==> src/rtl/bky_pkg.sv <==
// Shared constants, FSM state encoding and counter-width helper for the
// Buckeye configuration shift controller.
package bky_pkg;

   localparam int BKY_NCHIPS  = 6;
   localparam int BKY_NBITS   = 48;
   localparam int BKY_CLK_DIV = 4;

   typedef enum logic [1:0] {
      ST_IDLE,
      ST_LOW,
      ST_HIGH,
      ST_FINISH
   } bky_state_t;

   // Counter width able to hold 0..n-1, never narrower than one bit.
   function automatic int cnt_width(input int n);
      return (n < 2) ? 1 : $clog2(n);
   endfunction

endpackage

==> src/rtl/buckeye_shift_ctrl_if.sv <==
// Request/readback bundle between the user register logic, the controller
// and the Buckeye pad buffers.
interface buckeye_shift_ctrl_if
   import bky_pkg::*;
#(
   parameter int NCHIPS = BKY_NCHIPS,
   parameter int NBITS  = BKY_NBITS
);
   logic                      START;
   logic [NCHIPS-1:0]         CHIP_MASK;
   logic [NCHIPS*NBITS-1:0]   DIN;
   logic [NCHIPS-1:0]         BKY_RTN;
   logic [NCHIPS-1:0]         TO_BKY;
   logic [NCHIPS-1:0]         BKY_CLK;
   logic [NCHIPS*NBITS-1:0]   DOUT;
   logic                      BUSY;
   logic                      DONE;
   logic [NCHIPS-1:0]         CMP_ERR;

   modport master (
      output START, CHIP_MASK, DIN, BKY_RTN,
      input  TO_BKY, BKY_CLK, DOUT, BUSY, DONE, CMP_ERR
   );

   modport slave (
      input  START, CHIP_MASK, DIN, BKY_RTN,
      output TO_BKY, BKY_CLK, DOUT, BUSY, DONE, CMP_ERR
   );
endinterface

==> src/rtl/bky_phase_timer.sv <==
// Free-running phase counter: strobes o_phase_end on the last cycle of every
// CLK_DIV-cycle BKY_CLK phase; i_restart realigns it to a fresh phase.
module bky_phase_timer
   import bky_pkg::*;
#(
   parameter int CLK_DIV = BKY_CLK_DIV
) (
   input  logic CLK,
   input  logic RST,
   input  logic i_restart,
   output logic o_phase_end
);
   localparam int            W    = cnt_width(CLK_DIV);
   localparam logic [W-1:0]  LAST = W'(CLK_DIV - 1);

   logic [W-1:0] r_cnt;

   always_ff @(posedge CLK) begin
      if (RST || i_restart) begin
         r_cnt <= '0;
      end else if (r_cnt == LAST) begin
         r_cnt <= '0;
      end else begin
         r_cnt <= r_cnt + W'(1);
      end
   end

   assign o_phase_end = (r_cnt == LAST);

endmodule

==> src/rtl/buckeye_shift_ctrl.sv <==
// Serial loader for the Buckeye shaper configuration registers: shifts DIN out
// MSB-first on every enabled lane while capturing the old contents from BKY_RTN.
module buckeye_shift_ctrl
   import bky_pkg::*;
#(
   parameter int NCHIPS  = BKY_NCHIPS,
   parameter int NBITS   = BKY_NBITS,
   parameter int CLK_DIV = BKY_CLK_DIV
) (
   input logic                  CLK,
   input logic                  RST,
   buckeye_shift_ctrl_if.slave  bus
);
   localparam int             BW       = cnt_width(NBITS);
   localparam logic [BW-1:0]  LAST_BIT = BW'(NBITS - 1);

   bky_state_t         r_state;
   bky_state_t         w_state_next;
   logic [BW-1:0]      r_bit_cnt;
   logic [NCHIPS-1:0]  r_mask;
   logic               r_busy;
   logic               r_done;

   logic w_phase_end;
   logic w_load;
   logic w_shift;
   logic w_bit_end;
   logic w_last_bit;
   logic w_enter_low;
   logic w_enter_finish;

   bky_phase_timer #(
      .CLK_DIV (CLK_DIV)
   ) u_timer (
      .CLK         (CLK),
      .RST         (RST),
      .i_restart   (w_load),
      .o_phase_end (w_phase_end)
   );

   always_ff @(posedge CLK) begin
      if (RST) begin
         r_state <= ST_IDLE;
      end else begin
         r_state <= w_state_next;
      end
   end

   always_comb begin
      w_state_next = r_state;
      case (r_state)
         ST_IDLE:   if (bus.START) w_state_next = ST_LOW;
         ST_LOW:    if (w_phase_end) w_state_next = ST_HIGH;
         ST_HIGH:   if (w_phase_end) w_state_next = w_last_bit ? ST_FINISH : ST_LOW;
         ST_FINISH: w_state_next = ST_IDLE;
         default:   w_state_next = ST_IDLE;
      endcase
   end

   always_comb begin
      w_load         = 1'b0;
      w_shift        = 1'b0;
      w_bit_end      = 1'b0;
      w_last_bit     = (r_bit_cnt == LAST_BIT);
      w_enter_low    = 1'b0;
      w_enter_finish = 1'b0;
      case (r_state)
         ST_IDLE: w_load  = bus.START;
         ST_LOW:  w_shift = w_phase_end;
         ST_HIGH: begin
            w_bit_end      = w_phase_end;
            w_enter_low    = w_phase_end & ~w_last_bit;
            w_enter_finish = w_phase_end &  w_last_bit;
         end
         default: ;
      endcase
   end

   always_ff @(posedge CLK) begin
      if (RST) begin
         r_busy    <= 1'b0;
         r_done    <= 1'b0;
         r_bit_cnt <= '0;
         r_mask    <= '0;
      end else begin
         r_done <= w_enter_finish;
         if (w_load) begin
            r_busy    <= 1'b1;
            r_bit_cnt <= '0;
            r_mask    <= bus.CHIP_MASK;
         end else begin
            if (r_state == ST_FINISH) r_busy <= 1'b0;
            if (w_enter_low) r_bit_cnt <= r_bit_cnt + BW'(1);
         end
      end
   end

   assign bus.BUSY = r_busy;
   assign bus.DONE = r_done;

   genvar gi;
   generate
      for (gi = 0; gi < NCHIPS; gi++) begin : g_lane
         logic [NBITS-1:0] r_shift;
         logic [NBITS-1:0] r_din;
         logic [NBITS-1:0] r_cap;
         logic [NBITS-1:0] r_dout;
         logic             r_to_bky;
         logic             r_bky_clk;
         logic             r_cmp_err;

         // TO_BKY is its own register so it stays put while the shift
         // register advances at the start of the high phase.
         always_ff @(posedge CLK) begin
            if (RST) begin
               r_shift   <= '0;
               r_din     <= '0;
               r_cap     <= '0;
               r_dout    <= '0;
               r_to_bky  <= 1'b0;
               r_bky_clk <= 1'b0;
               r_cmp_err <= 1'b0;
            end else begin
               if (w_load) begin
                  r_shift  <= bus.DIN[gi*NBITS +: NBITS];
                  r_din    <= bus.DIN[gi*NBITS +: NBITS];
                  r_cap    <= '0;
                  r_to_bky <= bus.DIN[gi*NBITS + NBITS - 1] & bus.CHIP_MASK[gi];
               end else if (w_shift) begin
                  r_shift <= {r_shift[NBITS-2:0], 1'b0};
                  r_cap   <= {r_cap[NBITS-2:0], bus.BKY_RTN[gi]};
               end else if (w_enter_low) begin
                  r_to_bky <= r_shift[NBITS-1] & r_mask[gi];
               end else if (w_enter_finish) begin
                  r_to_bky  <= 1'b0;
                  r_dout    <= r_mask[gi] ? r_cap : '0;
                  r_cmp_err <= r_mask[gi] & (r_cap != r_din);
               end

               if (w_shift) begin
                  r_bky_clk <= r_mask[gi];
               end else if (w_bit_end) begin
                  r_bky_clk <= 1'b0;
               end
            end
         end

         assign bus.TO_BKY[gi]                = r_to_bky;
         assign bus.BKY_CLK[gi]               = r_bky_clk;
         assign bus.CMP_ERR[gi]               = r_cmp_err;
         assign bus.DOUT[gi*NBITS +: NBITS]   = r_dout;
      end
   endgenerate

endmodule

==> src/flat_wrapper.sv <==
// flat-port wrapper written by rule: the top's interface ports become plain ports
module buckeye_shift_ctrl_flat import bky_pkg::*;
#(
   parameter int NCHIPS  = BKY_NCHIPS,
   parameter int NBITS   = BKY_NBITS,
   parameter int CLK_DIV = BKY_CLK_DIV
)
  (CLK, RST, bus_START, bus_CHIP_MASK, bus_DIN, bus_BKY_RTN, bus_TO_BKY, bus_BKY_CLK, bus_DOUT, bus_BUSY, bus_DONE, bus_CMP_ERR);
  buckeye_shift_ctrl_if #(.NCHIPS(NCHIPS), .NBITS(NBITS)) bus_i ();
  input logic CLK;
  input logic RST;
  input wire logic [$bits(bus_i.START)-1:0] bus_START;
  input wire logic [$bits(bus_i.CHIP_MASK)-1:0] bus_CHIP_MASK;
  input wire logic [$bits(bus_i.DIN)-1:0] bus_DIN;
  input wire logic [$bits(bus_i.BKY_RTN)-1:0] bus_BKY_RTN;
  output wire logic [$bits(bus_i.TO_BKY)-1:0] bus_TO_BKY;
  output wire logic [$bits(bus_i.BKY_CLK)-1:0] bus_BKY_CLK;
  output wire logic [$bits(bus_i.DOUT)-1:0] bus_DOUT;
  output wire logic [$bits(bus_i.BUSY)-1:0] bus_BUSY;
  output wire logic [$bits(bus_i.DONE)-1:0] bus_DONE;
  output wire logic [$bits(bus_i.CMP_ERR)-1:0] bus_CMP_ERR;
  assign bus_i.START = bus_START;
  assign bus_i.CHIP_MASK = bus_CHIP_MASK;
  assign bus_i.DIN = bus_DIN;
  assign bus_i.BKY_RTN = bus_BKY_RTN;
  assign bus_TO_BKY = bus_i.TO_BKY;
  assign bus_BKY_CLK = bus_i.BKY_CLK;
  assign bus_DOUT = bus_i.DOUT;
  assign bus_BUSY = bus_i.BUSY;
  assign bus_DONE = bus_i.DONE;
  assign bus_CMP_ERR = bus_i.CMP_ERR;
  buckeye_shift_ctrl #(.NCHIPS(NCHIPS), .NBITS(NBITS), .CLK_DIV(CLK_DIV)) u_core (.CLK(CLK), .RST(RST), .bus(bus_i));
endmodule
==> config.mk <==
export PLATFORM = sky130hd
export DESIGN_NAME = buckeye_shift_ctrl_flat
export DESIGN_NICKNAME = d
export VERILOG_FILES = /design/src/rtl/bky_pkg.sv /design/src/rtl/buckeye_shift_ctrl_if.sv /design/src/rtl/bky_phase_timer.sv /design/src/rtl/buckeye_shift_ctrl.sv /design/src/flat_wrapper.sv
export SDC_FILE = /design/constraint.sdc
export NUM_CORES = 2
export LEC_CHECK = 0
export ABC_AREA = 1
export CORE_ASPECT_RATIO = 1.5
export CORE_MARGIN = 2
export CORE_UTILIZATION = 58
export CTS_CLUSTER_DIAMETER = 60
export DETAILED_ROUTE_END_ITERATION = 7
export HOLD_SLACK_MARGIN = 0.1
export PLACE_DENSITY = 0.86
export SLEW_MARGIN = 20
export SYNTH_ARGS = -nofsm -noshare
export SYNTH_HDL_FRONTEND = slang
export SYNTH_HIERARCHICAL = 1
export SYNTH_SLANG_ARGS = --single-unit
==> constraint.sdc <==
create_clock -name CLK -period 3.3 [get_ports CLK]
set_input_delay 0.66 -clock CLK [delete_from_list [all_inputs] [get_ports CLK]]
set_output_delay 0.66 -clock CLK [all_outputs]
set_load 0.05 [all_outputs]
==> impl_metrics.ini <==
[worst_setup_path]
crit_required_ns = 2.64
crit_family = buffers and inverters
r2r_start = u_core/r_bit_cnt[0]$_SDFFE_PP0P_
crit_slowest_cell = clkdlybuf4s50_1
cp_cell_sequence = clkdlybuf4s50_1
reg2reg_slack_ns = 0.82
worstPathArrival_ns = 2.04
start_kind = flop
startpoint = u_core/g_lane[2].r_dout[45]$_SDFFE_PP0P_
worstPathBufferInverterCount = 1
critPathKind = flop to output pin
timing.critical_path.to_type = output pin
critPathMaxStageDelay_ns = 1.04
cp_max_fo = 2

[sta]
worst_pin_slew_ns = 1.16
slew-limit-headroom_pct = 22.4
setup_violations = 0
hold_viol_final = 0
tns_ns = 0
timing.fmax_mhz = 370
skew_ns = 0.0321
period_needed_ns = 2.70
worst_slack_ns = 0.599
fin_crit_sh_pct = 81.8
slew_viol_final = 0
rsz0062_at_grt = no

[pwr]
switchingPower_mw = 7.99
p_leak_nw = 20.3
p_int_mw = 23.6
seq_power_share_pct = 49.0
peakVddDrop_mv = 0.571
power.density_nw_per_um2 = 569
p_comb_share_pct = 10.5
pwr-share-clk_pct = 40.5
switching_share_pct = 25.3

[global_route]
grt_use_total_pct = 33.6
grt_pass1_wl_um = 218000
grt_pass1_vias = 40200
grt_overflow_total = 0
grt_start_max_net_pins = 233
antenna_found_initial = 9

[min_path]
holdCritStartpoint = RST
hold_class = primary input to flop

[floorplan]
start_util_pct = 58.7
die_h_um = 347
die-area_um2 = 80800
die_w_um = 233
pin_count = 611
fp-row-count = 125
coreArea_um2 = 77600

[logic_synthesis]
ys_ff_latch = 1188
syn_area_um2 = 45500
async_flop_share_pct = 0
yosysMostFrequentCell = nand2_1
synth_top_area_share_pct = 52.3
ys_warn_count = 6
postSynthAreaPerCell_um2 = 7.72
synthTopCellsByArea = dfxtp_1 52%, nand2_1 15%, a21oi_1 7.8%
synth-seq-area-share_pct = 52.3
synth_top_cells_by_count = 1818 x nand2_1, 1188 x dfxtp_1, 710 x a21oi_1, 511 x o21ai_0, 297 x nor2_1
synth_cell_types = 27
synth_ff_type = dfxtp_1
synth_area_leader_cell = dfxtp_1
syn_nets = 6200
synth-edff-count = 0
syn_inst = 5895

[clocking]
htreeDepth = 3
clock_path_buffers = 3
postCtsResizedCells = 0
clockRootBuffer = clkbuf_16
cts_setup_buffers = 0
cts_hold_buf = 0
cts_inserted_buffers = 103
cts_tree = built
clk_pin_slew_worst_paths_ns = 0.07
insertion_delay_ns = 0.70
clock_sinks = 1188

[finish]
fin_util_pct = 71.4
multi_input_comb_area_um2 = 18900
syn2layout_area_growth_pct = 21.8
drive_above_1_share_pct = 3.98
seqCellArea_um2 = 23800
nNetsFinal = 6532
final_cell_area_um2 = 55400
fillers = 5800

[placement]
port_buffers = 610
dpl_worst_slack_ns = 0.486
dp_hpwl_um = 91200
gp_congestion = 0.939
dpl_cell_area_um2 = 51800

[drt]
wl_um = 142000
ant_nets = 0
drt-vias-per-instance = 5.79
drt_iter0_drc = 4734
wl_per_cell_um = 19.3
vias = 42500
drcViolationCount = 0
drt_pass1_iterations = 5

[run_status]
status = finished, final reports clean

[run]
cap_violations = 0
==> sequential cells by signal, summed over array words and instances (netlist names), 2 cells and up <==
register                 flops
u_core/g_lane.r_bky_clk      6
u_core/g_lane.r_cap        288
u_core/g_lane.r_cmp_err      6
u_core/g_lane.r_din        288
u_core/g_lane.r_dout       288
u_core/g_lane.r_shift      288
u_core/g_lane.r_to_bky       6
u_core/r_bit_cnt             6
u_core/r_mask                6
u_core/r_state               2
u_core/u_timer/r_cnt         2
==> placed cells by master, fill, tap and decap left out, drive strengths merged, types with 17 or more instances in the layout <==
cell	synthesis	final
nand2	1821	1821
dfxtp	1188	1188
xnor2	211	211
buf	199	54
nand3	41	41
inv	237	242
o22ai	73	73
nor2	307	307
a21oi	710	710
clkinv	0	17
clkbuf	237	150
a31oi	288	288
o21ai	570	570
clkdlybuf4s50	0	609
==> power by group through the flow <==
stage               Combinational (mW)  Clock, mW  Sequential [mW]
floorplan                         2.13          0             15.7
global placement                  3.16          0             15.7
detailed placement                3.23          0             15.8
CTS                               3.26       12.8             15.5
global route                      3.62       13.4             15.5
finish                            3.31       12.8             15.5
==> layout make-up <==
type                    instances  share of cell area, %
diodes                          9                 0.0406
clock buffers                 150                   5.55
clock inverters                39                  0.937
inverters                     237                   1.66
multi-input cells            4034                   34.1
flip-flops and latches       1188                   42.9
well taps                    1016                   2.29
repair buffers                663                   12.5
==> layer usage <==
metal | vias up | global-route usage [%] | part of all wire (%)
met2 | 2336 | 55.4 | 47
met1 | 19700 | 40.8 | 38
met5 | - | 0 | 0
met4 | 0 | 21.0 | 6.5
li1 | 20000 | - | -
met3 | 452 | 5.54 | 8.7
==> metrics by stage <==
stage          cells  power [mW]  hold slack (ns)
6_report        7336        31.6            0.385
3_3_place_gp    7138        18.9            0.404
5_1_grt         7336        32.6            0.383
4_1_cts         7327        31.6            0.367
2_1_floorplan   5895        17.8            0.397
3_5_place_dp    7138        19.0            0.413
==> path summary, 6_finish.rpt <==
| check | endpoint | cells past startpoint |
|---|---|---|
| setup / recovery | bus_DOUT[141] | 1 |
| setup reg to reg | u_core/g_lane[5].r_dout[45]$_SDFFE_PP0P_ | 10 |
| hold / removal | u_core/g_lane[4].r_din[39]$_SDFFE_PP0N_ | 2 |
| hold reg to reg | u_core/u_timer/r_cnt[0]$_SDFF_PP0_ | 1 |
==> kinds of logic (layout without fill, tap and decap cells) <==
group / Yosys count / count (layout) / synth area share (%)
xor gates and xnor gates: 212 / 212 / 4.08
DFF: 1188 / 1188 / 52.3
other: 0 / 9 / 0
buffers and inverters: 673 / 1089 / 6.29
adders and majority gates: 2 / 2 / 0.0550
and+or+nand+nor: 2178 / 2178 / 18.3
AOI/OAI and AO/OA: 1642 / 1642 / 19.1
No activity file was read; power rests on OpenSTA's default activity.
